## src/rtl/mips_pipe_pkg.sv

```systemverilog
`default_nettype none
// ============================================================================
//  Module      : mips_pipe_pkg
//  Description : Shared widths and EX control-field bit positions for the
//                MIPS pipeline registers.
//  Revision    : 1.0 - initial release
// ============================================================================
package mips_pipe_pkg;

    localparam int DATA_W_DEF     = 32;
    localparam int REG_AW_DEF     = 5;
    localparam int WB_W_DEF       = 2;
    localparam int MEM_W_DEF      = 4;
    localparam int TAR_W_DEF      = 26;
    localparam int CNT_W_DEF      = 16;
    localparam int MEM_RD_BIT_DEF = 1;

    // EX control word layout: {AluzeroCtr[1:0], RegDst, ALUop[2:0], ALUSrc}
    localparam int EX_W       = 7;
    localparam int ALUSRC_BIT = 0;
    localparam int ALUOP_LSB  = 1;
    localparam int REGDST_BIT = 4;
    localparam int ZCTR_LSB   = 5;

endpackage
`default_nettype wire

```

## src/rtl/pipe_field_reg.sv

```systemverilog
`default_nettype none
// ============================================================================
//  Module      : pipe_field_reg
//  Description : One pipeline field: reset, bubble (clear for control fields,
//                hold for data fields), stall hold and load.
//  Revision    : 1.0 - initial release
// ============================================================================
module pipe_field_reg #(
    parameter int W             = 1,
    parameter bit CLR_ON_BUBBLE = 1'b0
) (
    input  logic         clk,
    input  logic         rst,
    input  logic         i_bubble,
    input  logic         i_hold,
    input  logic [W-1:0] i_d,
    output logic [W-1:0] o_q
);

    logic [W-1:0] r_field_q;
    logic [W-1:0] w_field_d;

    // A bubble outranks a hold so that a flush during a stall still kills EX.
    always_comb begin
        w_field_d = r_field_q;
        if (i_bubble) begin
            if (CLR_ON_BUBBLE) begin
                w_field_d = '0;
            end
        end else if (!i_hold) begin
            w_field_d = i_d;
        end
    end

    always_ff @(posedge clk) begin
        if (rst) begin
            r_field_q <= '0;
        end else begin
            r_field_q <= w_field_d;
        end
    end

    assign o_q = r_field_q;

endmodule
`default_nettype wire

```

## src/rtl/id_ex_pipe.sv

```systemverilog
`default_nettype none
// ============================================================================
//  Module      : id_ex_pipe
//  Description : ID/EX pipeline register with stall, flush, valid bit,
//                saturating bubble counter and optional load-use detection
//                (enabled by defining HAZARD_EN).
//  Revision    : 1.0 - initial release
// ============================================================================
module id_ex_pipe
    import mips_pipe_pkg::*;
#(
    parameter int DATA_W     = DATA_W_DEF,
    parameter int REG_AW     = REG_AW_DEF,
    parameter int WB_W       = WB_W_DEF,
    parameter int MEM_W      = MEM_W_DEF,
    parameter int TAR_W      = TAR_W_DEF,
    parameter int MEM_RD_BIT = MEM_RD_BIT_DEF,
    parameter int CNT_W      = CNT_W_DEF
) (
    input  logic              clk,
    input  logic              reset,
    input  logic              stall,
    input  logic              flush,
    input  logic              id_valid,
    input  logic [WB_W-1:0]   WB_in,
    input  logic [MEM_W-1:0]  MEM_in,
    input  logic [EX_W-1:0]   EX_in,
    input  logic [DATA_W-1:0] nextAddress_in,
    input  logic [DATA_W-1:0] A_in,
    input  logic [DATA_W-1:0] B_in,
    input  logic [DATA_W-1:0] imm_in,
    input  logic [REG_AW-1:0] Ins25_in,
    input  logic [REG_AW-1:0] Ins20_in,
    input  logic [REG_AW-1:0] Ins15_in,
    input  logic [TAR_W-1:0]  tar_in,
    output logic [WB_W-1:0]   WB_out,
    output logic [MEM_W-1:0]  MEM_out,
    output logic [DATA_W-1:0] nextAddress_out,
    output logic [DATA_W-1:0] A_out,
    output logic [DATA_W-1:0] B_out,
    output logic [DATA_W-1:0] imm_out,
    output logic [REG_AW-1:0] Ins25_out,
    output logic [REG_AW-1:0] Ins20_out,
    output logic [REG_AW-1:0] Ins15_out,
    output logic [TAR_W-1:0]  tar_out,
    output logic              ex_valid,
    output logic [1:0]        AluzeroCtr,
    output logic              RegDst,
    output logic [2:0]        ALUop,
    output logic              ALUSrc,
    output logic              hazard_stall,
    output logic [CNT_W-1:0]  bubble_cnt
);

    localparam logic [CNT_W-1:0] C_CNT_MAX = '1;
    localparam logic [CNT_W-1:0] C_CNT_ONE = {{(CNT_W-1){1'b0}}, 1'b1};

    logic            w_hazard;
    logic            w_bubble;
    logic [EX_W-1:0] w_ex;
    logic [CNT_W-1:0] r_bubble_cnt_q;
    logic [CNT_W-1:0] w_bubble_cnt_d;

`ifdef HAZARD_EN
    // Load in EX whose destination rt feeds the instruction now in ID.
    assign w_hazard = !reset && ex_valid && MEM_out[MEM_RD_BIT] && id_valid &&
                      (Ins20_out != '0) &&
                      ((Ins20_out == Ins25_in) || (Ins20_out == Ins20_in));
`else
    assign w_hazard = 1'b0;
`endif

    // Flush covers a coincident hazard; a stall suppresses the hazard bubble.
    assign w_bubble     = flush || (w_hazard && !stall);
    assign hazard_stall = w_hazard;

    pipe_field_reg #(.W(1), .CLR_ON_BUBBLE(1'b1)) u_valid (
        .clk(clk), .rst(reset), .i_bubble(w_bubble), .i_hold(stall), .i_d(id_valid), .o_q(ex_valid));
    pipe_field_reg #(.W(WB_W), .CLR_ON_BUBBLE(1'b1)) u_wb (
        .clk(clk), .rst(reset), .i_bubble(w_bubble), .i_hold(stall), .i_d(WB_in), .o_q(WB_out));
    pipe_field_reg #(.W(MEM_W), .CLR_ON_BUBBLE(1'b1)) u_mem (
        .clk(clk), .rst(reset), .i_bubble(w_bubble), .i_hold(stall), .i_d(MEM_in), .o_q(MEM_out));
    pipe_field_reg #(.W(EX_W), .CLR_ON_BUBBLE(1'b1)) u_ex (
        .clk(clk), .rst(reset), .i_bubble(w_bubble), .i_hold(stall), .i_d(EX_in), .o_q(w_ex));
    pipe_field_reg #(.W(DATA_W), .CLR_ON_BUBBLE(1'b0)) u_npc (
        .clk(clk), .rst(reset), .i_bubble(w_bubble), .i_hold(stall), .i_d(nextAddress_in), .o_q(nextAddress_out));
    pipe_field_reg #(.W(DATA_W), .CLR_ON_BUBBLE(1'b0)) u_a (
        .clk(clk), .rst(reset), .i_bubble(w_bubble), .i_hold(stall), .i_d(A_in), .o_q(A_out));
    pipe_field_reg #(.W(DATA_W), .CLR_ON_BUBBLE(1'b0)) u_b (
        .clk(clk), .rst(reset), .i_bubble(w_bubble), .i_hold(stall), .i_d(B_in), .o_q(B_out));
    pipe_field_reg #(.W(DATA_W), .CLR_ON_BUBBLE(1'b0)) u_imm (
        .clk(clk), .rst(reset), .i_bubble(w_bubble), .i_hold(stall), .i_d(imm_in), .o_q(imm_out));
    pipe_field_reg #(.W(REG_AW), .CLR_ON_BUBBLE(1'b0)) u_rs (
        .clk(clk), .rst(reset), .i_bubble(w_bubble), .i_hold(stall), .i_d(Ins25_in), .o_q(Ins25_out));
    pipe_field_reg #(.W(REG_AW), .CLR_ON_BUBBLE(1'b0)) u_rt (
        .clk(clk), .rst(reset), .i_bubble(w_bubble), .i_hold(stall), .i_d(Ins20_in), .o_q(Ins20_out));
    pipe_field_reg #(.W(REG_AW), .CLR_ON_BUBBLE(1'b0)) u_rd (
        .clk(clk), .rst(reset), .i_bubble(w_bubble), .i_hold(stall), .i_d(Ins15_in), .o_q(Ins15_out));
    pipe_field_reg #(.W(TAR_W), .CLR_ON_BUBBLE(1'b0)) u_tar (
        .clk(clk), .rst(reset), .i_bubble(w_bubble), .i_hold(stall), .i_d(tar_in), .o_q(tar_out));

    assign AluzeroCtr = w_ex[ZCTR_LSB +: 2];
    assign RegDst     = w_ex[REGDST_BIT];
    assign ALUop      = w_ex[ALUOP_LSB +: 3];
    assign ALUSrc     = w_ex[ALUSRC_BIT];

    always_comb begin
        w_bubble_cnt_d = r_bubble_cnt_q;
        if (w_bubble && (r_bubble_cnt_q != C_CNT_MAX)) begin
            w_bubble_cnt_d = r_bubble_cnt_q + C_CNT_ONE;
        end
    end

    always_ff @(posedge clk) begin
        if (reset) begin
            r_bubble_cnt_q <= '0;
        end else begin
            r_bubble_cnt_q <= w_bubble_cnt_d;
        end
    end

    assign bubble_cnt = r_bubble_cnt_q;

endmodule
`default_nettype wire

```

## config.mk

```make
export PLATFORM = sky130hd
export DESIGN_NAME = id_ex_pipe
export DESIGN_NICKNAME = d
export VERILOG_FILES = /design/src/rtl/mips_pipe_pkg.sv /design/src/rtl/pipe_field_reg.sv /design/src/rtl/id_ex_pipe.sv
export SDC_FILE = /design/constraint.sdc
export NUM_CORES = 1
export LEC_CHECK = 0
export ABC_AREA = 1
export BUFFER_PORTS_ARGS = -buffer_cell sky130_fd_sc_hd__buf_2
export CAP_MARGIN = 5
export CORE_UTILIZATION = 25
export CTS_BUF_LIST = sky130_fd_sc_hd__clkbuf_16
export DETAILED_ROUTE_END_ITERATION = 7
export PLACE_DENSITY = 0.47
export SLEW_MARGIN = 20
export SYNTH_ARGS = -nofsm -noshare
export SYNTH_HDL_FRONTEND = slang
export SYNTH_SLANG_ARGS = --single-unit
```

## constraint.sdc

```tcl
create_clock -name clk -period 4 [get_ports clk]
set_input_delay 0 -clock clk [delete_from_list [all_inputs] [get_ports clk]]
set_output_delay 0 -clock clk [all_outputs]
set_load 0.03 [all_outputs]
```

==> results of run 1 <==
-- routing by layer --
metal / up-vias / global-route usage [%] / routed length (um)
li1: 4125 / - / -
met1: 3575 / 19.4 / 11000
met2: 266 / 29.9 / 12700
met3: 38 / 4.56 / 1550
met4: 0 / 6.75 / 652
met5: - / 0 / 0
-- per-stage QoR --
| step | total power, uW | hold WS, ns | util (%) | cell area, um2 |
|---|---|---|---|---|
| after floorplan | 2650 | 0.0715 | - | 7340 |
| after global placement | 2910 | 0.220 | 32.8 | 9450 |
| after detailed placement | 2910 | 0.227 | 32.8 | 9450 |
| after CTS | 4890 | 0.140 | 41.8 | 12000 |
| after global routing | 5030 | 0.212 | 41.8 | 12000 |
| final | 4820 | 0.190 | 41.8 | 12000 |
-- worst max-delay path, delay by kind of cell --
family	cells	cell delay (ns)
AOI/OAI and AO/OA	1	0.17
and+or+nand+nor	2	0.31
buffers and inverters	3	1.58
-- sequential cells by signal, indices dropped and copies added (netlist names) --
name         count
u_a.o_q         32
u_b.o_q         32
u_imm.o_q       32
u_npc.o_q       32
u_tar.o_q       26
bubble_cnt      16
u_ex.o_q         7
u_rd.o_q         5
u_rs.o_q         5
u_rt.o_q         5
u_mem.o_q        4
u_wb.o_q         2
u_valid.o_q      1
-- cell families (layout without fill, tap and decap cells) --
kind of cell | after synthesis | after routing | synth area share, %
AND/OR/NAND/NOR | 476 | 476 | 26.4
flip-flops | 199 | 199 | 54.3
AO/OA/AOI/OAI | 194 | 194 | 13.3
buffers and inverters | 79 | 637 | 5.80
adder cells (fa/ha/maj) | 1 | 1 | 0.171
other | 1 | 1 | 0.0511
-- layout make-up --
class                   count  area, um2  share of cell area (%)
clock buffers              17        425                    3.54
clock inverters            15        168                    1.39
inverters                  16       65.1                   0.541
multi-input cells         672       2930                    24.3
flip-flops and latches    199       3980                    33.1
well taps                 384        480                    3.99
repair buffers            589       3980                    33.1
-- worst paths after layout --
check / startpoint / to / slack (ns) / cells past startpoint
worst max register to register: bubble_cnt[0] / bubble_cnt[15] / 2.53 / 7
worst max-delay path: flush / u_tar.o_q[20] / 2.20 / 6
worst min-delay path: stall / u_tar.o_q[16] / 0.19 / 4
worst min register to register: u_a.o_q[22] / u_a.o_q[22] / 0.49 / 2
-- placed cells by master, fill, tap and decap left out --
cell type and count:
buf_2 385, nor2_1 375, dfxtp_1 199, dlygate4sd3_1 199
o21ai_1 100, o21ai_0 69, nand2_1 65, a21oi_1 24
clkbuf_16 17, nand3_1 13, inv_1 12, nand2_2 5
inv_6 5, nand4_1 4, inv_2 3, nor2_8 3
nand3_2 3, clkinv_4 3, buf_4 3, inv_4 2
nor2_4 2, bufinv_16 2, inv_8 2, buf_12 2
nand3b_1 1, nor2_2 1, and2_1 1, nor3_1 1
nand4_4 1, a31oi_1 1, and3_2 1, ha_1 1
conb_1 1, clkinvlp_4 1, clkinv_1 1
-- power by group through the flow --
stage / clock network [uW] / logic (uW) / registers (uW)
floorplan: 0 / 214 / 2430
global placement: 0 / 713 / 2200
detailed placement: 0 / 713 / 2200
CTS: 1870 / 865 / 2150
global route: 1930 / 929 / 2170
finish: 1800 / 863 / 2160
==> impl_metrics.env, run 1 <==
export IMPL_clkLatencyLatePin_ns=0.44
export IMPL_cts_sinks=199
export IMPL_drv_slew=0
export IMPL_nNetsFinal=1683
export IMPL_io_buffers=385
export IMPL_antenna_found_initial=0
export IMPL_cts_resized=0
export IMPL_synth_edff_count=0
export IMPL_setup_viol=0
export IMPL_fillerInstances=2905
export IMPL_synthCells=950
export IMPL_total_leakage_power_uw=0.00601
export IMPL_diodes=0
export IMPL_power_density_nw_per_um2=401
export IMPL_post_cts_buffers=0
export IMPL_crit_arrival_ns=2.18
export IMPL_ant_nets=0
export IMPL_synth_area_leaders="dfxtp_1 54%, nor2_1 19%, o21ai_1 6.8%, o21ai_0 4.7%, nand2_1 3.3%"
export IMPL_period_share_pct=45.1
export IMPL_synth_most_common_cell="nor2_1"
export IMPL_slew_headroom_pct=24.4
export IMPL_postCtsHoldBufs=199
export IMPL_status="finished, final reports clean"
export IMPL_tightest_slew_ns=1.13
export IMPL_rsz0062_at_grt="false"
export IMPL_swShare_pct=29.8
export IMPL_critPathLaunchType="input pin"
export IMPL_drive_gt1_share_pct=29.2
export IMPL_htree_num_levels=4
export IMPL_place_inst=1661
export IMPL_ys_types=28
export IMPL_overflow=0
export IMPL_synth_ff_type="dfxtp_1"
export IMPL_grt_pass1_vias=8053
export IMPL_crit_path_end_kind="flop"
export IMPL_vias=8004
export IMPL_root_buffer="clkbuf_16"
export IMPL_pwr_share_comb_pct=17.9
export IMPL_ys_seq_area_share_pct=54.3
export IMPL_yosys_top_cells_count="375 x nor2_1, 199 x dfxtp_1, 100 x o21ai_1"
export IMPL_grt_usage_pct=17.0
export IMPL_first_pass_iters=5
export IMPL_synthArstFlopShare_pct=0
export IMPL_netlist_area_um2=7340
export IMPL_switchingPower_uw=1440
export IMPL_cts_tree="yes"
export IMPL_synth_fp_nets=1138
export IMPL_p_seq_share_pct=44.7
export IMPL_die_h_um=173
export IMPL_p_int_uw=3380
export IMPL_cp_max_fo=97
export IMPL_synth_top_area_share_pct=54.3
export IMPL_slowest_stage="buf_4"
export IMPL_detailedPlace_worstSlack_ns=2.19
export IMPL_avgSynthCellArea_um2=7.72
export IMPL_yosysWarnings=0
export IMPL_crit_path_cell_trace="dlygate4sd3_1 > buf_2 > nor2_8 > buf_4 > o21ai_0 > nor2_1"
export IMPL_die_area_um2=30000
export IMPL_core_rowCount=62
export IMPL_initial_core_util_pct=25.5
export IMPL_maxCapViolations=0
export IMPL_place_gp_congestion=0.788
export IMPL_cts_buffers=17
export IMPL_ioPinCount=387
export IMPL_hp_class="input pin to flop"
export IMPL_worstSetupPathType="input pin to flop"
export IMPL_slowest_delay_ns=0.83
export IMPL_fin_ws_ns=2.20
export IMPL_grt_max_degree=101
export IMPL_fin_crit_ns=1.80
export IMPL_worstPathRequired_ns=4.38
export IMPL_core_area_um2=28800
export IMPL_synth_seq_cells=199
export IMPL_cts_buffer_depth=2
export IMPL_drtIter0Drc=305
export IMPL_fin_skew_ns=0.00864
export IMPL_hold_violations=0
export IMPL_grt_pass1_wl_um=41000
export IMPL_synth_area_leader_cell="dfxtp_1"
export IMPL_via_per_inst=4.23
export IMPL_final_cell_count_no_fill=1892
export IMPL_route_detailed_drc=0
export IMPL_clkTransAtPathRegs_ns=0.08
export IMPL_dpl_hpwl_um=16400
export IMPL_setup_tns_ns=0
export IMPL_peakVddDrop_mv=0.209
export IMPL_routedWlPerCell_um=13.7
export IMPL_die_w_um=173
export IMPL_wl_um=25900
export IMPL_fmax_mhz=555
export IMPL_area_growth_pct=64.0
export IMPL_clkPwrFrac_pct=37.4
(Power assumes the default switching activity.)
==> run 2, diff against run 1 <==
- ABC_AREA: 1 -> 0
- clock period: 4 -> 1.7 ns (I/O delays scaled with it)
==> run 2 against run 1 <==
  * First-iteration DRC count up 16%
  * Clock-buffer cell count unchanged
  * Critical path depth did not move
  * Setup slack lost 2.1 ns
  * Critical path type is now flop to flop
  * Synthesized cell count is 7.1% lower
  * Clock skew grew 0.0048 ns
  * Largest cell class is now non-clock buffers
  * Combinational power up 100%
  * Sequential share of layout area fell by 0.29 points
  * Final cell count down 2.8%
  * Sequential cell count unchanged
==> impl_metrics.env, run 2 <==
export IMPL_cts_buffer_depth=2
export IMPL_synth_fp_nets=1071
export IMPL_hp_class="input pin to flop"
export IMPL_route_detailed_drc=0
export IMPL_power_uw=10700
export IMPL_maxCapViolations=0
export IMPL_crit_path_cell_trace="ha_4 > buf_4 > and4_2 > nand3_2 > or4_1 > a21oi_1"
export IMPL_diodes=0
export IMPL_synth_most_common_cell="nand2_1"
export IMPL_reg2reg_from="bubble_cnt[0]"
export IMPL_io_buffers=385
export IMPL_synth_ff_type="dfxtp_1"
export IMPL_antenna_found_initial=0
export IMPL_drv_slew=0
export IMPL_detailedPlace_worstSlack_ns=-0.00182
export IMPL_cts_tree="yes"
export IMPL_grt_max_degree=70
export IMPL_crit_arrival_ns=1.97
export IMPL_clkLatencyLatePin_ns=0.42
export IMPL_die_h_um=171
export IMPL_avgSynthCellArea_um2=8.09
export IMPL_vias=7855
export IMPL_grt_pass1_wl_um=38300
export IMPL_dpl_hpwl_um=16100
export IMPL_grt_pass1_vias=7634
export IMPL_setup_tns_ns=0
export IMPL_fin_crit_ns=1.63
export IMPL_hold_violations=0
export IMPL_via_per_inst=4.27
export IMPL_rsz0062_at_grt="false"
export IMPL_die_w_um=171
export IMPL_yosys_top_cells_count="344 x nand2_1, 199 x dfxtp_1, 181 x a21oi_1"
export IMPL_setup_viol=0
export IMPL_fin_skew_ns=0.0134
export IMPL_synthArstFlopShare_pct=0
export IMPL_ys_seq_area_share_pct=55.7
export IMPL_fmax_mhz=613
export IMPL_cts_buffers=17
export IMPL_peakVddDrop_mv=0.490
export IMPL_drtIter0Drc=353
export IMPL_fin_area_um2=12200
export IMPL_status="finished, final reports clean"
export IMPL_wl_um=25000
export IMPL_routedWlPerCell_um=13.6
export IMPL_core_area_um2=27900
export IMPL_ant_nets=0
export IMPL_synthCells=883
export IMPL_period_share_pct=95.9
export IMPL_critPathLaunchType="flop"
export IMPL_synth_edff_count=0
export IMPL_overflow=0
export IMPL_ioPinCount=387
export IMPL_area_growth_pct=70.0
export IMPL_worstPathRequired_ns=2.04
export IMPL_total_leakage_power_uw=0.00555
export IMPL_synth_top_area_share_pct=55.7
export IMPL_crit_path_end_kind="flop"
export IMPL_slowest_stage="or4_1"
export IMPL_die_area_um2=29300
export IMPL_grt_usage_pct=16.5
export IMPL_htree_num_levels=4
export IMPL_final_cell_mix="384 x buf_2, 344 x nand2_1, 204 x dlygate4sd3_1, 195 x dfxtp_1, 180 x a21oi_1"
export IMPL_worstHoldStart="flush"
export IMPL_worstSetupPathType="flop to flop"
export IMPL_place_gp_congestion=0.754
export IMPL_synth_seq_cells=199
export IMPL_final_common_cell="buf_2"
export IMPL_yosysWarnings=0
export IMPL_postPlaceCellArea_um2=9500
export IMPL_slowest_delay_ns=0.42
export IMPL_synth_area_leaders="dfxtp_1 56%, nand2_1 18%, a21oi_1 13%, mux2i_1 2.1%, buf_2 2.0%"
export IMPL_cp_max_fo=5
export IMPL_whs_ns=0.0796
export IMPL_ys_types=39
export IMPL_power_density_nw_per_um2=884
export IMPL_core_rowCount=61
export IMPL_root_buffer="clkbuf_16"
export IMPL_drive_gt1_share_pct=31.6
export IMPL_first_pass_iters=4
export IMPL_crit_path_start="bubble_cnt[0]"
export IMPL_nNetsFinal=1636
export IMPL_synth_area_leader_cell="dfxtp_1"
export IMPL_initial_core_util_pct=25.6
export IMPL_clkTransAtPathRegs_ns=0.07
export IMPL_fin_ws_ns=0.0696
export IMPL_cts_sinks=199
export IMPL_netlist_area_um2=7150
[run 2: cell types whose count changed after synthesis, moves of 8 or more]
| cell | before | now |
|---|---|---|
| nand3_1 | 13 | 5 |
| inv_1 | 12 | 4 |
| o21ai_1 | 100 | 0 |
| nor2_1 | 375 | 19 |
| mux2i_1 | 0 | 15 |
| a21oi_1 | 24 | 181 |
| buf_4 | 26 | 1 |
| nand2_1 | 65 | 344 |
| buf_2 | 11 | 29 |
| o21ai_0 | 69 | 5 |
[run 2: where the power goes]
group / internal [uW] / switching, uW / leakage [uW]
logic: 773 / 987 / 0.00365
registers: 4860 / 92.6 / 0.00163
clock network: 1960 / 2070 / 0.000278
total: 7590 / 3150 / 0.00555
[run 2: metal layers]
metal | part of all wire [%] | wire length (um) | track usage, %
met1 | 43 | 10700 | 19.0
met2 | 49 | 12300 | 29.5
met3 | 6.9 | 1740 | 4.67
met4 | 1.4 | 348 | 4.62
met5 | 0 | 0 | 0
[run 2: cell type report]
type                       count  area, um2
timing repair buffer         611       4230
clock buffer                  17        425
sequential                   199       3990
multi-input combinational    615       2870
inverter                       4       15.0
tap                          378        473
clock inverter                15        150
fill                        2849      15800
[run 2: cell families after synthesis]
kind of cell / Yosys count / synth area share (%)
flip-flops: 199 / 55.7
other: 1 / 0.0525
buffers and inverters: 69 / 4.62
AO/OA/AOI/OAI: 196 / 14.1
adder cells (fa/ha/maj): 1 / 0.175
AND/OR/NAND/NOR: 401 / 23.1
multiplexers: 16 / 2.26
[run 2: what timing repair did]
action / in CTS / in global routing
gates resized for setup: 2 / 7
cloned: 0 / 0
setup buffers: 0 / 1
hold endpoints to repair: 196 / 0
endpoints found under the setup margin: 3 / 10
pin swaps: 2 / 2
hold buffers: 204 / 0
[run 2: worst paths after layout]
check	end	slack (ns)	cells past startpoint
worst min-delay path	bubble_cnt[4]	0.08	4
worst min register to register	u_rt.o_q[1]	0.45	2
worst max-delay path	bubble_cnt[10]	0.07	6
worst max register to register	bubble_cnt[10]	0.07	6
[run 2: metrics by stage]
step / utilization, % / instances
global placement: 34.0 / 1603
finish: 43.5 / 1839
floorplan: - / 883
global route: 43.5 / 1839
CTS: 43.4 / 1839
detailed placement: 34.0 / 1603
[run 2: worst max-delay path, delay by kind of cell (launching register included)]
family | cells | cell delay [ns]
and+or+nand+nor | 3 | 0.81
DFF | 1 | 0.35
AOI/OAI and AO/OA | 1 | 0.15
adders and majority gates | 1 | 0.14
buffers and inverters | 1 | 0.10
==> run 3, diff against run 2 <==
- PLACE_DENSITY: 0.47 -> 0.45
- SYNTH_HIERARCHICAL: unset -> 1
==> run 3 against run 2 <==
  * Global-route usage fell by 0.35 points
  * Worst hold slack improved by 0.14 ns
  * Synthesized cell count rose by 2.4%
  * Area after synthesis rose by 18%
  * Highest routed layer unchanged
  * First-iteration DRC count rose by 22%
  * Setup slack got worse by 0.0053 ns
  * Sequential cell count did not move
  * Combinational power rose by 12%
  * Sequential power barely moved
  * Fmax fell by 0.33%
==> impl_metrics.env, run 3 <==
export IMPL_drive_gt1_share_pct=32.6
export IMPL_postPlaceCellArea_um2=10800
export IMPL_drtIter0Drc=430
export IMPL_synthCells=904
export IMPL_fmax_mhz=611
export IMPL_slowest_delay_ns=0.53
export IMPL_antenna_found_initial=1
export IMPL_synthArstFlopShare_pct=0
export IMPL_crit_end="bubble_cnt[15]"
export IMPL_synth_ff_type="dfxtp_1"
export IMPL_fin_skew_ns=0.00513
export IMPL_synth_edff_count=0
export IMPL_power_uw=11200
export IMPL_setup_viol=0
export IMPL_route_detailed_drc=0
export IMPL_avgSynthCellArea_um2=9.32
export IMPL_clkLatencyLatePin_ns=0.44
export IMPL_post_cts_buffers=0
export IMPL_grt_pass1_vias=8378
export IMPL_clkTransAtPathRegs_ns=0.07
export IMPL_cp_common_cell="or4_1"
export IMPL_critPathLaunchType="flop"
export IMPL_cts_sinks=199
export IMPL_wl_um=29800
export IMPL_synth_area_leaders="dfxtp_1 47%, or3b_1 17%, a21oi_1 11%, o21ai_1 6.9%, o21ai_0 3.4%"
export IMPL_final_common_cell="buf_2"
export IMPL_rsz0062_at_grt="true"
export IMPL_hold_violations=0
export IMPL_netlist_area_um2=8430
export IMPL_ys_types=40
export IMPL_grt_usage_pct=16.1
export IMPL_cts_buffer_depth=2
export IMPL_reg2reg_from="bubble_cnt[9]"
export IMPL_reg2reg_depth=4
export IMPL_peakVddDrop_mv=0.681
export IMPL_ioPinCount=387
export IMPL_vias=8781
export IMPL_hp_class="input pin to flop"
export IMPL_slowest_stage="or4_1"
export IMPL_core_area_um2=32900
export IMPL_grt_max_degree=82
export IMPL_crit_path_start="bubble_cnt[9]"
export IMPL_ant_nets=0
export IMPL_detailedPlace_worstSlack_ns=-0.0108
export IMPL_core_rowCount=66
export IMPL_grt_pass1_wl_um=43900
export IMPL_first_pass_iters=4
export IMPL_die_h_um=186
export IMPL_worstSetupPathType="flop to flop"
export IMPL_slew_headroom_pct=64.6
export IMPL_synth_most_common_cell="dfxtp_1"
export IMPL_setup_tns_ns=0
export IMPL_crit_path_cell_trace="nand2_2 > or4_1 > or4_1 > a21oi_1"
export IMPL_ys_seq_area_share_pct=47.3
export IMPL_fin_ws_ns=0.0643
export IMPL_cts_buffers=17
export IMPL_initial_core_util_pct=25.6
export IMPL_routedWlPerCell_um=15.6
export IMPL_final_cell_mix="382 x buf_2, 201 x dlygate4sd3_1, 184 x dfxtp_1, 179 x a21oi_1, 167 x or3b_1"
export IMPL_crit_arrival_ns=2.00
export IMPL_yosysWarnings=6
export IMPL_worstPathRequired_ns=2.07
export IMPL_timing_rr_end="bubble_cnt[15]"
export IMPL_whs_ns=0.219
export IMPL_maxCapViolations=0
export IMPL_dpl_hpwl_um=18800
export IMPL_worstHoldStart="stall"
export IMPL_nNetsFinal=1647
export IMPL_total_leakage_power_uw=0.00587
export IMPL_root_buffer="clkbuf_16"
export IMPL_synth_top_area_share_pct=47.3
export IMPL_synth_seq_cells=199
export IMPL_tightest_slew_ns=0.531
export IMPL_drv_slew=0
export IMPL_cp_max_fo=7
export IMPL_area_growth_pct=60.4
export IMPL_crit_path_end_kind="flop"
export IMPL_cts_tree="yes"
export IMPL_fin_crit_ns=1.64
export IMPL_rrSetupSlack_ns=0.06
export IMPL_io_buffers=385
export IMPL_power_density_nw_per_um2=828
export IMPL_overflow=0
export IMPL_htree_num_levels=4
export IMPL_yosys_top_cells_count="199 x dfxtp_1, 179 x a21oi_1, 167 x or3b_1"
export IMPL_via_per_inst=4.59
export IMPL_place_gp_congestion=0.750
export IMPL_synth_area_leader_cell="dfxtp_1"
export IMPL_period_share_pct=96.2
export IMPL_die_area_um2=34400
export IMPL_fin_area_um2=13500
export IMPL_synth_fp_nets=1092
export IMPL_status="finished, final reports clean"
export IMPL_die_w_um=186
[run 3: per-stage QoR]
stage / utilization, % / instances
final: 41.1 / 1914
after global routing: 41.1 / 1913
after CTS: 40.8 / 1910
after detailed placement: 32.8 / 1677
after global placement: 32.8 / 1677
after floorplan: - / 904
[run 3: routing by layer]
| layer | GRT usage (%) | wire [um] | vias to the layer above |
|---|---|---|---|
| li1 | - | - | 4439 |
| met1 | 18.7 | 12700 | 4064 |
| met2 | 28.0 | 14600 | 243 |
| met3 | 4.62 | 1870 | 35 |
| met4 | 5.97 | 640 | 0 |
| met5 | 0 | 0 | - |
[run 3: worst min-delay path by stage]
| stage | to | cells past startpoint |
|---|---|---|
| floorplan | u_valid/o_q | 1 |
| global placement | u_ex/o_q[0] | 3 |
| detailed placement | u_ex/o_q[0] | 3 |
| CTS | u_b/o_q[18] | 3 |
| global route | u_imm/o_q[26] | 3 |
| finish | u_b/o_q[18] | 3 |
[run 3: cell type report]
cell class                 count  area, um2
inverter                       3       11.3
fill                        3381      19400
clock inverter                14        176
timing repair buffer         625       4430
sequential                   199       4000
antenna                        1       2.50
clock buffer                  17        425
multi-input combinational    613       3910
tap                          442        553
[run 3: where the power goes]
part           leakage, uW  switching [uW]  internal, uW
Sequential         0.00163            86.5          4860
Clock             0.000296            1930          2330
Combinational      0.00394            1090           895
Total              0.00587            3100          8080
[run 3: critical path, delay by kind of cell, from the launching register on]
family,cells,cell delay (ns)
flops,1,0.37
simple gates,3,1.05
compound gates,1,0.14
[run 3: repair_timing]
| action | CTS | global route |
|---|---|---|
| cloned | 0 | 3 |
| pin swaps | 1 | 0 |
| hold buffers | 202 | 0 |
| setup endpoints to repair | 1 | 20 |
| resized for setup | 1 | 9 |
| hold endpoints to repair | 187 | 0 |
[run 3: cell families after synthesis]
logic type / Yosys count / synth area share (%)
AO/OA/AOI/OAI: 361 / 21.7
AND/OR/NAND/NOR: 232 / 22.1
flip-flops: 199 / 47.3
buffers and inverters: 92 / 6.56
multiplexers: 16 / 1.92
XOR/XNOR: 2 / 0.208
adder cells (fa/ha/maj): 1 / 0.148
other: 1 / 0.0445
